**src/rtl/ifetch_pkg.sv**
```systemverilog
// Shared types and constants for the RV32 instruction-fetch stage.
// Optional feature macro used by this slice: IFETCH_BRANCH_PRED_EN.
package ifetch_pkg;

    localparam int XLEN = 32;
    localparam logic [31:0] NOP = 32'h0000_0013;  // addi x0, x0, 0

    typedef struct packed {
        logic [31:0]     inst;
        logic [XLEN-1:0] pc;
        logic [XLEN-1:0] npc;
        logic            valid;
    } if_id_packet_t;

    // Word select inside the fetched doubleword; PC bit 2 picks the upper half.
    function automatic logic [31:0] select_word(input logic [XLEN-1:0] pc,
                                                input logic [63:0]     line);
        return pc[2] ? line[63:32] : line[31:0];
    endfunction

endpackage

```
**src/rtl/ifetch_pc_sel.sv**
```systemverilog
// Combinational next-PC priority mux: EX branch, ROB target, predictor, PC+4, hold.
// The predictor leg exists only when IFETCH_BRANCH_PRED_EN is defined.
module ifetch_pc_sel
    import ifetch_pkg::*;
(
    input  logic [XLEN-1:0] pc_reg,
    input  logic            fetch_ok,
    input  logic            certain_branch_req,
    input  logic [XLEN-1:0] certain_branch_pc,
    input  logic            rob_target_req,
    input  logic [XLEN-1:0] rob_target_pc,
    input  logic            branch_pred_req,
    input  logic [XLEN-1:0] branch_pred_pc,
    output logic [XLEN-1:0] next_pc
);

`ifdef IFETCH_BRANCH_PRED_EN
    logic pred_taken;
    assign pred_taken = fetch_ok & branch_pred_req;
`else
    logic pred_taken;
    logic unused_pred;
    assign pred_taken  = 1'b0;
    assign unused_pred = ^{branch_pred_req, branch_pred_pc};
`endif

    // Redirects win even when the fetch itself is blocked (stall or cache miss).
    always_comb begin
        next_pc = pc_reg;
        if (certain_branch_req) begin
            next_pc = certain_branch_pc;
        end else if (rob_target_req) begin
            next_pc = rob_target_pc;
        end else if (pred_taken) begin
`ifdef IFETCH_BRANCH_PRED_EN
            next_pc = branch_pred_pc;
`else
            next_pc = pc_reg;
`endif
        end else if (fetch_ok) begin
            next_pc = pc_reg + XLEN'(4);
        end
    end

endmodule

```
**src/rtl/ifetch_stage.sv**
```systemverilog
// Instruction-fetch stage: holds the fetch PC, drives the I-cache address and emits IF/ID packets.
// Build option: define IFETCH_BRANCH_PRED_EN to honour branch_pred_req/branch_pred_pc.
module ifetch_stage
    import ifetch_pkg::*;
#(
    parameter logic [XLEN-1:0] RESET_PC = 32'h0000_0000
) (
    input  logic            clock,
    input  logic            reset,
    input  logic            if_valid,
    input  logic [XLEN-1:0] certain_branch_pc,
    input  logic            certain_branch_req,
    input  logic [XLEN-1:0] rob_target_pc,
    input  logic            rob_target_req,
    input  logic            rob_stall,
    input  logic [XLEN-1:0] branch_pred_pc,
    input  logic            branch_pred_req,
    input  logic [63:0]     Icache2proc_data,
    input  logic            Icache2proc_data_valid,
    output if_id_packet_t   if_packet,
    output logic [XLEN-1:0] proc2Icache_addr
);

    logic [XLEN-1:0] pc_reg;
    logic [XLEN-1:0] next_pc;
    logic            fetch_ok;

    // Handshake: if_valid is the downstream ready; an instruction transfers in a cycle
    // exactly when if_packet.valid is high, and the PC advances only on that transfer
    // (or on a redirect, which squashes the same-cycle fetch).
    assign fetch_ok = ~reset & if_valid & Icache2proc_data_valid & ~rob_stall
                    & ~certain_branch_req & ~rob_target_req;

    assign proc2Icache_addr = {pc_reg[XLEN-1:3], 3'b000};

    ifetch_pc_sel u_pc_sel (
        .pc_reg             (pc_reg),
        .fetch_ok           (fetch_ok),
        .certain_branch_req (certain_branch_req),
        .certain_branch_pc  (certain_branch_pc),
        .rob_target_req     (rob_target_req),
        .rob_target_pc      (rob_target_pc),
        .branch_pred_req    (branch_pred_req),
        .branch_pred_pc     (branch_pred_pc),
        .next_pc            (next_pc)
    );

    always_ff @(posedge clock) begin
        if (reset) begin
            pc_reg <= RESET_PC;
        end else begin
            pc_reg <= next_pc;
        end
    end

    always_comb begin
        if_packet.valid = fetch_ok;
        if_packet.inst  = fetch_ok ? select_word(pc_reg, Icache2proc_data) : NOP;
        if_packet.pc    = pc_reg;
        if_packet.npc   = reset ? RESET_PC : next_pc;
    end

endmodule

```
**config.mk**
```make
export PLATFORM = sky130hd
export DESIGN_NAME = ifetch_stage
export DESIGN_NICKNAME = d
export VERILOG_FILES = /design/src/rtl/ifetch_pkg.sv /design/src/rtl/ifetch_pc_sel.sv /design/src/rtl/ifetch_stage.sv
export SDC_FILE = /design/constraint.sdc
export NUM_CORES = 1
export LEC_CHECK = 0
export ABC_AREA = 1
export BUFFER_PORTS_ARGS = -buffer_cell sky130_fd_sc_hd__buf_2
export CAP_MARGIN = 25
export CORE_AREA = 2 2 115 117
export DETAILED_ROUTE_END_ITERATION = 8
export DIE_AREA = 0 0 117 119
export PLACE_DENSITY = 0.65
export SLEW_MARGIN = 20
export SYNTH_ARGS = -nofsm -noshare
export SYNTH_HDL_FRONTEND = slang
export SYNTH_SLANG_ARGS = --single-unit
```
**constraint.sdc**
```tcl
create_clock -name clock -period 6.1 [get_ports clock]
set_clock_uncertainty 0.05 [all_clocks]
set_input_delay 1.22 -clock clock [delete_from_list [all_inputs] [get_ports clock]]
set_output_delay 1.22 -clock clock [all_outputs]
set_load 0.1 [all_outputs]
```
==> impl_metrics.yaml <==
outcome:
  outcome: "finished, final reports clean"
critical_path:
  criticalPathCategory: "in2out"
  crit_arrival_ps: 3700
  end_kind: "primary output"
  slowest_stage: "inv_2"
  critPathTopFamily: "buffers and inverters"
  crit_path_cell_trace: "buf_2, nor2_8, inv_2, nor2_8, nand2_4, inv_2, or2_2, nand3_1, a21oi_1, buf_12"
  cp_max_fo: 44
  cpPeakStageDelay_ps: 450
  path_buf_inv: 4
  critPathRequiredTime_ps: 4830
  cp-start-kind: "input port"
logic_synthesis:
  netlist_area_um2: 3190
  yosys_warnings: 0
  synth_top_area_share_pct: 20.1
  synthCells: 556
  synth_cell_types: 30
  synth_largest_area_cell: "dfxtp_1"
  ys_top_cells_by_area: "dfxtp_1 20%, nand2_1 20%, a21oi_1 12%, buf_4 7.8%, nor2_1 6.4%"
  syn_area_per_cell_um2: 5.73
  yosysSeqAreaShare_pct: 20.1
  synth-seq-cells: 32
clock_tree:
  postCtsSetupRepairBufs: 0
  htree_levels: 2
  clkTransAtPathRegs_ps: 50
  post_cts_resize_count: 0
  insertion_delay_ps: 280
  cts_tree: "yes"
  clockBufferDepth: 2
  hold_buffers: 0
  root_buffer: "clkbuf_16"
  clock_sinks: 32
  cts_made_buffers: 5
global_route:
  grt_pass1_vias: 3958
  grt_first_pass_wirelength_um: 20600
  antenna_found_initial: 0
  grt.overflow.total: 0
  grt_start_max_net_pins: 45
  grt_use_total_pct: 18.9
final_layout:
  largest_reg_flops: 32
  fill_cells: 1425
  final_common_cell: "buf_2"
  layout.cells.non_filler: 945
  final_nets: 936
  area_growth_pct: 53.6
  drive_above_1_share_pct: 37.4
  layout_common_cells: "235 x buf_2, 166 x nand2_1, 77 x a21oi_1"
sta:
  maxSlewHeadroom_pct: 46.2
  fmax_ghz: 0.201
  slew_violations: 0
  fin_hold_ws_ps: 534
  setup_slack_ps: 1130
  hold_viol: 0
  post-route-min-period_ps: 4970
  worst_pin_slew_ps: 806
  finalSetupTns_ps: 0
  rsz0062_at_grt: "false"
  setup_viol: 0
  timing.final.crit_share_pct: 81.6
placed_design:
  io_buffers: 260
  gp_congestion: 0.902
  place_ws_ps: 1050
  dp.cells: 935
  dp_hpwl_um: 10300
route:
  via_per_inst: 4.58
  drc_errors: 0
  routed_wl_um: 13500
  drtPass1Iterations: 4
  postRouteAntennaNets: 0
  drt-initial-drc-count: 140
  dr_total_vias: 4328
  routedWlPerCell_um: 14.2
floorplanning:
  die_w_um: 117
  core-area_um2: 12900
  rows: 42
  io_pins: 297
  dieArea_um2: 13900
  initial_core_util_pct: 24.7
  die_h_um: 119
power_and_ir_drop:
  leakage_nw: 2.43
  irDropWorstVdd_mv: 0.0975
  pwr_density_cell_nw_per_um2: 225
min_path:
  hp-class: "reg2reg"
flow_run:
  max_cap_viol_count: 0
metrics by stage:
stage          area (µm²)  utilization, %  total power (W)
2_1_floorplan        3190               -         0.000708
3_3_place_gp         4730            36.7         0.000842
3_5_place_dp         4730            36.7         0.000844
4_1_cts              4870            37.9          0.00111
5_1_grt              4890            38.0          0.00115
6_report             4890            38.0          0.00110
worst register-to-register path, stage by stage, from the launching register on:
cell and delay, ps:
dfxtp_1 300, buf_4 340, ha_1 360, nand2_1 110, nor2_1 330, inv_1 80, nor2_1 270, nand2_1 90
nand2_1 60, nand2_1 40, nand2_1 50, nand3_1 100, a21oi_1 290
final timing paths:
kind / slack (ps) / cells after the start / startpoint / end
setup / recovery: 1130 / 10 / certain_branch_req / if_packet[14]
hold / removal: 530 / 2 / pc_reg[0] / pc_reg[0]
setup reg to reg: 3500 / 12 / pc_reg[2] / pc_reg[30]
hold reg to reg: 530 / 2 / pc_reg[0] / pc_reg[0]
power breakdown:
group	total [W]	internal [W]	switching (W)	leakage, nW
Combinational	0.000586	0.000129	0.000457	2.10
Sequential	0.000251	0.000225	0.0000263	0.267
Clock	0.000262	0.000163	0.0000991	0.0712
Total	0.00110	0.000517	0.000583	2.43
per-layer routing:
layer,wire [µm],track usage [%]
met5,0,0
met2,7080,36.1
met3,948,3.41
met1,5330,21.5
met4,107,3.82
cell families after synthesis:
kind of cell / synth area share [%]
adder cells (fa/ha/maj): 0.393
AND/OR/NAND/NOR: 38.6
buffers and inverters: 16.4
flip-flops: 20.1
AO/OA/AOI/OAI: 21.3
XOR/XNOR: 3.02
other: 0.118
Yosys cell counts (all sizes together):
library cell and n:
dfxtp 32, o211ai 4, xnor2 1, conb 1
o31ai 2, buf 44, ha 1, o21ai 39
nor3 6, o2111ai 1, a21oi 82, nand3b 5
clkinv 2, nor2 58, nand4 8, inv 33
nand3 38, or2 3, nand2 167, xor2 10
clkbuf 19
cell type report:
cell class | count | area (µm²) | share of cell area [%]
multi-input combinational | 428 | 2030 | 41.5
timing repair buffer | 265 | 1720 | 35.2
sequential | 32 | 641 | 13.1
tap | 176 | 220 | 4.50
clock buffer | 8 | 146 | 2.99
inverter | 35 | 131 | 2.69
antenna | 1 | 2.50 | 0.0512
Note: power is estimated with default switching activity, not from simulation.
